File: config.mk
export PLATFORM = sky130hd
export DESIGN_NAME = seq_slice_adder
export DESIGN_NICKNAME = d
export VERILOG_FILES = /design/src/rtl/seq_slice_adder.sv
export SDC_FILE = /design/constraint.sdc
export NUM_CORES = 1
export LEC_CHECK = 0
export ABC_AREA = 0
export BUFFER_PORTS_ARGS = -buffer_cell sky130_fd_sc_hd__buf_2
export CAP_MARGIN = 40
export CORE_UTILIZATION = 38
export CTS_CLUSTER_DIAMETER = 60
export CTS_CLUSTER_SIZE = 20
export DETAILED_ROUTE_END_ITERATION = 10
export SYNTH_ARGS = -nofsm -noshare
export SYNTH_HDL_FRONTEND = slang
export SYNTH_SLANG_ARGS = --single-unit
File: constraint.sdc
create_clock -name iClk -period 2 [get_ports iClk]
set_input_delay 0.3 -clock iClk [delete_from_list [all_inputs] [get_ports iClk]]
set_output_delay 0.3 -clock iClk [all_outputs]
set_load 0.02 [all_outputs]
File: src/rtl/seq_slice_adder.sv
// Multi-cycle WIDTH-bit adder/subtractor. Each clock adds one SLICE-bit slice
// through a registered carry, so the longest combinational path is one slice
// wide. Operands come in through a valid/ready handshake. The result is held
// with valid until the consumer acknowledges it.
module seq_slice_adder #(
  parameter int WIDTH = 8,
  parameter int SLICE = 4
) (
  input  logic             iClk,
  input  logic             iRst,
  input  logic             iValid,
  output logic             oReady,
  input  logic [WIDTH-1:0] iData_a,
  input  logic [WIDTH-1:0] iData_b,
  input  logic             iC,
  input  logic             iSub,
  output logic             oValid,
  input  logic             iAck,
  output logic [WIDTH-1:0] oData,
  output logic             oData_C,
  output logic             oOvf
);

  localparam int N     = WIDTH / SLICE;
  localparam int IDX_W = (N > 1) ? $clog2(N) : 1;
  localparam logic [IDX_W-1:0] LAST_IDX = IDX_W'(N - 1);

  generate
    if (SLICE < 1 || (WIDTH % SLICE) != 0) begin : g_bad_slice
      $error("seq_slice_adder: WIDTH must be an integer multiple of SLICE");
    end
  endgenerate

  typedef enum logic [1:0] {IDLE, CALC, DONE} state_t;

  state_t state_reg, state_next;

  // The stored b is already inverted in subtract mode. This makes the slice
  // engine a plain adder for both modes.
  logic [WIDTH-1:0] a_reg;
  logic [WIDTH-1:0] b_reg;
  logic [WIDTH-1:0] result_reg;
  logic [WIDTH-1:0] result_next;
  logic             carry_reg;
  logic             c_out_reg;
  logic             ovf_reg;
  logic [IDX_W-1:0] idx_reg;

  logic [SLICE-1:0] a_slices [N];
  logic [SLICE-1:0] b_slices [N];
  logic [SLICE-1:0] a_cur;
  logic [SLICE-1:0] b_cur;
  logic [SLICE:0]   slice_sum;
  logic             msb_carry_in;
  logic             accept;
  logic             last_slice;

  genvar gi;
  generate
    for (gi = 0; gi < N; gi++) begin : g_slices
      assign a_slices[gi] = a_reg[gi*SLICE +: SLICE];
      assign b_slices[gi] = b_reg[gi*SLICE +: SLICE];
    end
  endgenerate

  // Select the operand slices addressed by the slice counter.
  always_comb begin
    a_cur = '0;
    b_cur = '0;
    for (int i = 0; i < N; i++) begin
      if (idx_reg == IDX_W'(i)) begin
        a_cur = a_slices[i];
        b_cur = b_slices[i];
      end
    end
  end

  assign slice_sum = {1'b0, a_cur} + {1'b0, b_cur} + {{SLICE{1'b0}}, carry_reg};
  // Carry into the slice's top bit: sum bit = a ^ b ^ cin, so cin = a ^ b ^ sum.
  assign msb_carry_in = a_cur[SLICE-1] ^ b_cur[SLICE-1] ^ slice_sum[SLICE-1];
  assign last_slice   = (idx_reg == LAST_IDX);
  assign accept       = (state_reg == IDLE) && iValid;

  // Merge the current slice sum into the result word in place.
  always_comb begin
    result_next = result_reg;
    for (int i = 0; i < N; i++) begin
      if (idx_reg == IDX_W'(i)) begin
        result_next[i*SLICE +: SLICE] = slice_sum[SLICE-1:0];
      end
    end
  end

  // State register.
  always_ff @(posedge iClk) begin
    if (iRst) begin
      state_reg <= IDLE;
    end else begin
      state_reg <= state_next;
    end
  end

  // Next-state logic. DONE never accepts, so an ack and a new operand set
  // cannot share a cycle.
  always_comb begin
    state_next = state_reg;
    case (state_reg)
      IDLE:    if (iValid)     state_next = CALC;
      CALC:    if (last_slice) state_next = DONE;
      DONE:    if (iAck)       state_next = IDLE;
      default:                 state_next = IDLE;
    endcase
  end

  // Operand capture, slice accumulation and flag recording.
  always_ff @(posedge iClk) begin
    if (iRst) begin
      a_reg      <= '0;
      b_reg      <= '0;
      result_reg <= '0;
      carry_reg  <= 1'b0;
      c_out_reg  <= 1'b0;
      ovf_reg    <= 1'b0;
      idx_reg    <= '0;
    end else begin
      case (state_reg)
        IDLE: begin
          if (accept) begin
            a_reg     <= iData_a;
            b_reg     <= iSub ? ~iData_b : iData_b;
            carry_reg <= iC ^ iSub;
            idx_reg   <= '0;
          end
        end
        CALC: begin
          result_reg <= result_next;
          carry_reg  <= slice_sum[SLICE];
          idx_reg    <= idx_reg + IDX_W'(1);
          if (last_slice) begin
            c_out_reg <= slice_sum[SLICE];
            ovf_reg   <= msb_carry_in ^ slice_sum[SLICE];
          end
        end
        default: ;
      endcase
    end
  end

  assign oReady  = (state_reg == IDLE);
  assign oValid  = (state_reg == DONE);
  assign oData   = result_reg;
  assign oData_C = c_out_reg;
  assign oOvf    = ovf_reg;

endmodule

* Yosys cells after proc, flatten, opt, wreduce, memory -nomap -nowiden
Cells that the tools add are included.
** Storage, ports and cells
- Bits of input ports :: 22
- Output and inout port bits :: 12
- Word-level logic and storage cells :: 43
- Bits in registers :: 30
** Cells by class
- Mux-type cells :: 11
- $add $sub $neg :: 3
- Reduce and logical (&&, ||, !) cells :: 8
- Eq/ne operators :: 6
- Bitwise gates (word level) :: 6
** Operator list (number)
- $mux 4 :: 2
- $mux 8 :: 1
- $not 8->8 :: 1
- $reduce_and 2->1 :: 4
- $mux 2 :: 3
- $pmux 2 s3 :: 1
- $add 4x4->5 :: 1
- $add 5x1->5 :: 1
- $ne 2x1->1 const B :: 2
- $ne 2x2->1 const B :: 2
- $pmux 1 s2 :: 2
- $xor 1x1->1 :: 4
- $reduce_and 3->1 :: 1
- $eq 2x1->1 const B :: 1
- $eq 2x2->1 const B :: 1
- $logic_not 2->1 :: 1
- $mux 1 :: 2
- $reduce_bool 2->1 :: 1
- $add 1x1->1 const B :: 1
- $logic_and 1x1->1 :: 1
- $not 1->1 :: 1

* Depth between registers and ports, before layout
Gate-level depths: netlist of run 1.
- Depth after elaboration :: 5
- Gate-level depth with buffers :: 9
- Depth with buffers taken out :: 8

* Worst setup path before layout of run 1
Ideal clock, no wire load.
- Kind :: reg2reg
- Start point :: register idx_reg
- End point :: register ovf_reg (netlist: oOvf)
- Clock period less this slack :: 2.154 ns
- Path slack :: -0.154 ns
- Library setup time :: 0.086 ns
- Required time :: 1.914 ns
- Stages on the path, launching flop included :: 10
- Arrival :: 2.068 ns
- Buffers on the path :: 1
- Path through :: dfxtp_1 > buf_2 > mux2_2 > fa_1 > inv_1 > fa_1 > nand2b_1 > a21oi_1 > xor2_1 > a211oi_1
** On the way
- Word-level cells in the longest chain between the ends :: 5
- Elaborated cells between the ends (all ways) :: 8
- Those cells by class :: add/sub (2); mux (2); bitwise (3); reduce/logical (1)
** Ends and longest elaborated chain
- start, declared :: line 47 : logic [IDX_W-1:0] idx_reg;
- start signal, assigned :: line 138 : idx_reg <= idx_reg + IDX_W'(1);
- $mux 4 :: line 71 : if (idx_reg == IDX_W'(i)) begin
- $add 4x4->5 :: line 78 : assign slice_sum = {1'b0, a_cur} + {1'b0, b_cur} + {{SLICE{1'b0}}, carry_reg};
- $add 5x1->5 :: line 78
- $xor 1x1->1 :: line 80 : assign msb_carry_in = a_cur[SLICE-1] ^ b_cur[SLICE-1] ^ slice_sum[SLICE-1];
- $xor 1x1->1 :: line 141 : ovf_reg <= msb_carry_in ^ slice_sum[SLICE];
- end signal, assigned :: line 141
- end, declared :: line 46 : logic ovf_reg;
Parallel ways exist; a longest one is shown, timed or not.
A chain may end at the register's enable or synchronous reset.

* Final worst setup path of run 1
Same ends and word-level chain as after synthesis.

==> run metrics, run 1 <==
Syn Nets 187; detailed-route via count 1190; share of cells above drive strength 1 35.9%; post-route core utilization 52.8%; Final Skew 0.00315 ns; RSZ-0062 raised after global routing yes; most used cell, CP fa_2; nets 224; Slew Limit Fails 0; placed cells 234; Rows 21; First-pass DRT Iterations 4; Post-Syn Area per Cell 8.99 µm²; CP required 2.19 ns; Die W 63.5 µm; Area contributors post-synth dfxtp_1, nand2_1, xnor2_1; register area share after synthesis 41.8%; full die area 4030 µm²; cts bufs inserted 5; R2R setup slack 0.04 ns; post-synth top area share 41.8%; Hold WC Path Type primary input to register; Worst VDD drop 0.000478 V; grt ovf 0; Worst Path Buf+Inv 1; Fill cells 348; post-DR wirelength/cell 12.1 µm; CP cell instances mux2_4 > fa_2 > inv_2 > fa_2 > nand2b_4 > a21oi_4 > xor2_1 > a211oi_1; reg2reg start idx_reg; Cell Area, Synth 1440 µm²; gp weighted congestion 0.759; Die Ht 63.5 µm; Mapped Cells 160; CTS tree done; initial antenna violation count 0; remaining antenna violation count 0; initial core utilization 41.5%; period utilization 98.2%; clock share of power 36.1%; CP max FO 7; critical path type register to register; status finished clean; Layout area overhead 27.4%; Psw 416 µW; CTS sink count 30; mean number of vias per cell 4.88; slew margin rel. 59.8%; min cycle time layout 1.96 ns; Seq pwr share 43.6%; post-cts hold buffer count 0; Comb power frac 20.3%; switching share of power 26.8%; count of input and output buffers 33; CP Depth 8; CP Capture Type register; CTS Buffer Depth 2; Initial DRC Count 74; vias in the first global route 1130; LEAKAGE 0.760 nW; Slowest cell on crit path dfxtp_4; Worst-path clk slew 0.06 ns; final hold viol count 0; max incr delay on CP 0.40 ns; Slew @ Worst Pin 0.603 ns; yosys warns 0; P_int 1.13 mW; CP top delay family adder cells; Finished Layout Cells 244; Yosys reg bits 30; Antenna Diode Count 0; Worst Setup SP idx_reg; Yosys top cell by area dfxtp_1; Distinct cells, synth 29; largest net degree at the start of global routing 33; Worst setup SP type register; worst r2r dst oOvf; Final setup viols 0; worst-skew pair later-pin latency 0.28 ns; Pwr Density 846 nW/µm²; R2R cell count 8; core area 3470 µm²; detailed placer's ending HPWL 2110 µm; Setup crit end oOvf; # H-tree levels 2; CP Data Arrival Time 2.16 ns; FMAX 509 MHz; first-pass GRT wire length 4900 µm; total global-route track usage 15.8%; Max-cap violations 0; Residual DRC 0; WL final 2950 µm; CTS Root Cell clkbuf_8; I/O pin total 34
-- power groups by stage --
stage | Clock [mW] | Combinational, mW | Sequential (mW)
final | 0.560 | 0.315 | 0.675
after global routing | 0.609 | 0.347 | 0.682
after CTS | 0.573 | 0.291 | 0.674
after detailed placement | 0 | 0.284 | 0.688
after global placement | 0 | 0.277 | 0.687
after floorplan | 0 | 0.212 | 0.688
-- cells in the final DEF, fill, tap and decap left out --
| cell | n |
|---|---|
| nor2_1 | 18 |
| and3_1 | 2 |
| a21oi_4 | 1 |
| buf_6 | 1 |
| a21oi_2 | 2 |
| ha_4 | 2 |
| and2_1 | 1 |
| nand2_1 | 26 |
| nand3_1 | 2 |
| fa_2 | 2 |
| dfxtp_4 | 1 |
| buf_2 | 33 |
| inv_2 | 1 |
| a21o_1 | 1 |
| mux2_4 | 2 |
| xor2_1 | 2 |
| nand2b_4 | 1 |
| o31ai_1 | 2 |
| mux2i_1 | 2 |
| a211oi_2 | 4 |
| nor2_4 | 2 |
| xnor2_1 | 10 |
| ha_1 | 1 |
| buf_4 | 6 |
| or3_1 | 1 |
| mux2i_2 | 1 |
| mux2_2 | 4 |
| a211oi_1 | 8 |
| nor3_1 | 1 |
| clkbuf_8 | 8 |
| a21oi_1 | 14 |
| o21ai_0 | 1 |
| nand3b_1 | 2 |
| inv_1 | 4 |
| dfxtp_1 | 29 |
-- kinds of logic (layout without fill, tap and decap cells) --
| kind of cell | count (synthesis) | after routing | share of synthesized area [%] |
|---|---|---|---|
| AO/OA/AOI/OAI | 33 | 33 | 15.5 |
| XOR/XNOR | 12 | 12 | 7.31 |
| adder cells (fa/ha/maj) | 5 | 5 | 5.40 |
| buffers and inverters | 15 | 53 | 6.44 |
| flip-flops | 30 | 30 | 41.8 |
| multiplexers | 9 | 9 | 6.79 |
| AND/OR/NAND/NOR | 56 | 56 | 16.8 |
-- synth_stat cells --
| cell type | n |
|---|---|
| dfxtp_1 | 30 |
| nand2_1 | 26 |
| nor2_1 | 19 |
| a21oi_1 | 17 |
| xnor2_1 | 10 |
| a211oi_1 | 8 |
| mux2_2 | 6 |
| inv_1 | 5 |
| a211oi_2 | 4 |
| buf_6 | 4 |
| clkbuf_1 | 3 |
| ha_1 | 3 |
| mux2i_1 | 3 |
| and3_1 | 2 |
| fa_1 | 2 |
| nand3_1 | 2 |
| nand3b_1 | 2 |
| o31ai_1 | 2 |
| xor2_1 | 2 |
| a21o_1 | 1 |
| and2_1 | 1 |
| buf_2 | 1 |
| buf_4 | 1 |
| clkbuf_2 | 1 |
| nand2b_1 | 1 |
| nor2_4 | 1 |
| nor3_1 | 1 |
| o21ai_0 | 1 |
| or3_1 | 1 |
-- layer usage --
layer | global-route usage (%) | part of all wire [%] | vias to the layer above
met5 | 0 | 0 | -
met4 | 10.5 | 1.4 | 0
met3 | 5.43 | 5.0 | 6
met2 | 25.3 | 49 | 34
met1 | 17.4 | 45 | 541
li1 | - | - | 609
-- worst min-delay path: cells and delay by family --
kind            cells  cell delay [ns]
compound gates      1             0.05
buf+inv             1             0.09
simple gates        1             0.04
-- worst min path at each step --
| stage | startpoint | to | slack (ns) | cells past startpoint |
|---|---|---|---|---|
| 2_1_floorplan | a_reg[6] | a_reg[6] | 0.43 | 2 |
| 6_report | iData_a[0] | a_reg[0] | 0.26 | 3 |
| 4_1_cts | iData_a[3] | a_reg[3] | 0.25 | 3 |
| 5_1_grt | iData_a[5] | a_reg[5] | 0.26 | 3 |
| 3_3_place_gp | oData[2] | oData[2] | 0.44 | 2 |
| 3_5_place_dp | oData[0] | oData[0] | 0.45 | 2 |
-- stage by stage --
step                TNS, ns  hold slack, ns  total power, mW  worst slack, ns  cell area (µm²)
floorplan                 0           0.433            0.900           0.0184             1460
global placement          0           0.439            0.964           0.0333             1640
detailed placement   -0.163           0.446            0.972          -0.0752             1640
CTS                       0           0.251             1.54          0.00293             1770
global route         -0.150           0.256             1.64          -0.0397             1830
finish                    0           0.257             1.55           0.0354             1830
-- layout make-up --
| type | instances | area, µm² | share of cell area, % |
|---|---|---|---|
| inverters | 5 | 18.8 | 1.02 |
| multi-input cells | 115 | 820 | 44.7 |
| clock buffers | 8 | 110 | 6.01 |
| repair buffers | 40 | 221 | 12.1 |
| well taps | 46 | 57.6 | 3.14 |
| flip-flops and latches | 30 | 604 | 33.0 |
-- what timing repair did --
action                                  4_1_cts  5_1_grt
pin swaps                                     1        7
gates resized for setup                       2       12
buffers inserted                              2        0
endpoints found under the hold margin         0        0
endpoints found under the setup margin        4        7
Power figures use the tool's default switching activity.
==> inputs of run 2 (changes only) <==
--- a/config.mk
+++ b/config.mk
@@ -8,7 +8,9 @@
 export ABC_AREA = 0
 export BUFFER_PORTS_ARGS = -buffer_cell sky130_fd_sc_hd__buf_2
 export CAP_MARGIN = 40
+export CORE_MARGIN = 3
 export CORE_UTILIZATION = 38
+export CTS_BUF_LIST = sky130_fd_sc_hd__clkbuf_8
 export CTS_CLUSTER_DIAMETER = 60
 export CTS_CLUSTER_SIZE = 20
 export DETAILED_ROUTE_END_ITERATION = 10
==> run metrics, run 2 (synthesis gave the netlist of run 1 again) <==
status finished clean; I/O pin total 34 (unchanged); Post-Layout Inst Area 1790 µm² (-2.5%); initial core utilization 41.1% (-0.31 points); worst-skew pair later-pin latency 0.28 ns (about the same); Rows 21 (unchanged); count of input and output buffers 33 (unchanged); final hold viol count 0 (unchanged); min cycle time layout 1.94 ns (-0.0226 ns); full die area 4560 µm² (+13%); post-DR wirelength/cell 12.6 µm (+4.4%); WL final 3060 µm (+3.5%); placed cells 235 (+0.43%); period utilization 97.1% (-1.1 points); CP max FO 8 (+1); Pwr Density 800 nW/µm² (-5.4%); Final Skew 0.00411 ns (+0.000961 ns); Layout area overhead 24.3%; CP required 2.19 ns (about the same); mean number of vias per cell 4.95 (+1.5%); CTS tree done; Slew @ Worst Pin 0.591 ns (-0.0120 ns); vias in the first global route 1191 (+5.4%); CTS sink count 30 (unchanged); FF/Latch Area 604 µm² (unchanged); CTS Buffer Depth 2 (unchanged); Setup TNS 0 ns (unchanged); Max-cap violations 0 (unchanged); Hold WC Path Type primary input to register; # H-tree levels 2 (unchanged); Area after DPL 1650 µm² (+0.46%); commonest non-fill, non-tap cells in the layout buf_2, dfxtp_1, nand2_1; Final setup viols 0 (unchanged); largest net degree at the start of global routing 33 (unchanged); Post-CTS Setup Repair Bufs 0 (-2); CP Data Arrival Time 2.13 ns (-0.03 ns); Finished Layout Cells 242 (-0.82%); Die W 67.5 µm (+6.3%); Die Ht 67.5 µm (+6.3%); Worst VDD drop 0.000470 V (-1.6%); share of cells above drive strength 1 33.2% (-2.7 points); grt ovf 0 (unchanged); P_int 1.02 mW (-10%); gp weighted congestion 0.784 (+3.3%); multi-input logic area 820 µm² (unchanged); Initial DRC Count 48 (-35%); Worst-path clk slew 0.06 ns (about the same); Slew Limit Fails 0 (unchanged); slew margin rel. 60.6% (+0.80 points); most common cell after layout, fill and taps aside buf_2; detailed placer's ending HPWL 2300 µm (+9.0%); critical path type register to register; Antenna Diode Count 0 (unchanged); CP Capture Type register; RSZ-0062 raised after global routing yes; Comb power frac 22.3% (+2.0 points); switching share of power 28.9% (+2.0 points); CTS Root Cell clkbuf_8; initial antenna violation count 0 (unchanged); Fill cells 341 (-2.0%); Seq pwr share 47.3% (+3.7 points); total global-route track usage 15.2% (-0.56 points); FMAX 515 MHz (+1.2%); LEAKAGE 0.751 nW (-1.3%); post-cts hold buffer count 0 (unchanged); nets 223 (-0.45%); remaining antenna violation count 0 (unchanged); clock share of power 30.4% (-5.7 points); Residual DRC 0 (unchanged); Worst setup SP type register; cts bufs inserted 5 (unchanged); Psw 413 µW (-0.71%); detailed-route via count 1198 (+0.67%); core area 3490 µm² (+0.76%); first-pass GRT wire length 5110 µm (+4.3%); First-pass DRT Iterations 4 (unchanged)
## run 2: cell types whose count changed in the layout (fill, tap and decap cells not counted)
cell      change
clkbuf_8      -3
nor2_1        +1
mux2i_2       -1
inv_1         +2
a21oi_2       -2
xor2_2        +1
a21oi_4       +1
xor2_1        -1
ha_4          -1
a21oi_1       +1
buf_6         -1
ha_1          +1
nor2_4        -1
mux2i_4       +1
## run 2: layer usage
metal | GRT usage, % | vias up | wire [µm]
li1 | - | 606 | -
met5 | 0 | - | 0
met2 | 26.0 | 35 | 1470
met4 | 8.10 | 0 | 45
met3 | 4.66 | 5 | 186
met1 | 16.7 | 552 | 1350
## run 2: worst paths after layout
path | from | to | slack (ns) | cells past startpoint
max | idx_reg | oOvf | 0.06 | 8
min | iData_a[2] | a_reg[2] | 0.26 | 3
max reg2reg | idx_reg | oOvf | 0.06 | 8
min reg2reg | oData[4] | oData[4] | 0.45 | 2
## run 2: metrics by stage
step	hold slack [ns]	setup slack [ns]	total power [mW]	util, %
floorplan	0.433	0.0184	0.900	-
global placement	0.442	0.0404	0.969	47.1
detailed placement	0.446	-0.0943	0.978	47.1
CTS	0.255	0.00190	1.41	49.6
global route	0.263	-0.0336	1.51	51.1
finish	0.257	0.0581	1.43	51.1
## run 2: what timing repair did
| item | 4_1_cts | 5_1_grt |
|---|---|---|
| pin swaps | 1 | 7 |
| gates resized for setup | 3 | 9 |
| endpoints found under the hold margin | 0 | 0 |
| endpoints found under the setup margin | 4 | 8 |
## run 2: critical path: stages (launching register included)
cell      delay (ns)
dfxtp_4         0.40
mux2_4          0.32
fa_2            0.37
inv_2           0.06
fa_2            0.19
nand2b_4        0.13
a21oi_4         0.06
xor2_1          0.14
a211oi_1        0.18
## run 2: cell type report
class                           count  area share [%]
Timing Repair Buffer               39            11.8
Clock buffer                        5            3.85
Tap cell                           46            3.22
Inverter                            5            1.05
Sequential cell                    30            33.8
Multi-Input combinational cell    115            45.9
Clock inverter                      2           0.420
## run 2: power by group through the flow
stage          clock network [mW]  logic (mW)  registers (mW)
2_1_floorplan                   0       0.212           0.688
3_3_place_gp                    0       0.282           0.687
3_5_place_dp                    0       0.290           0.688
4_1_cts                     0.440       0.295           0.676
5_1_grt                     0.469       0.353           0.683
6_report                    0.435       0.318           0.677
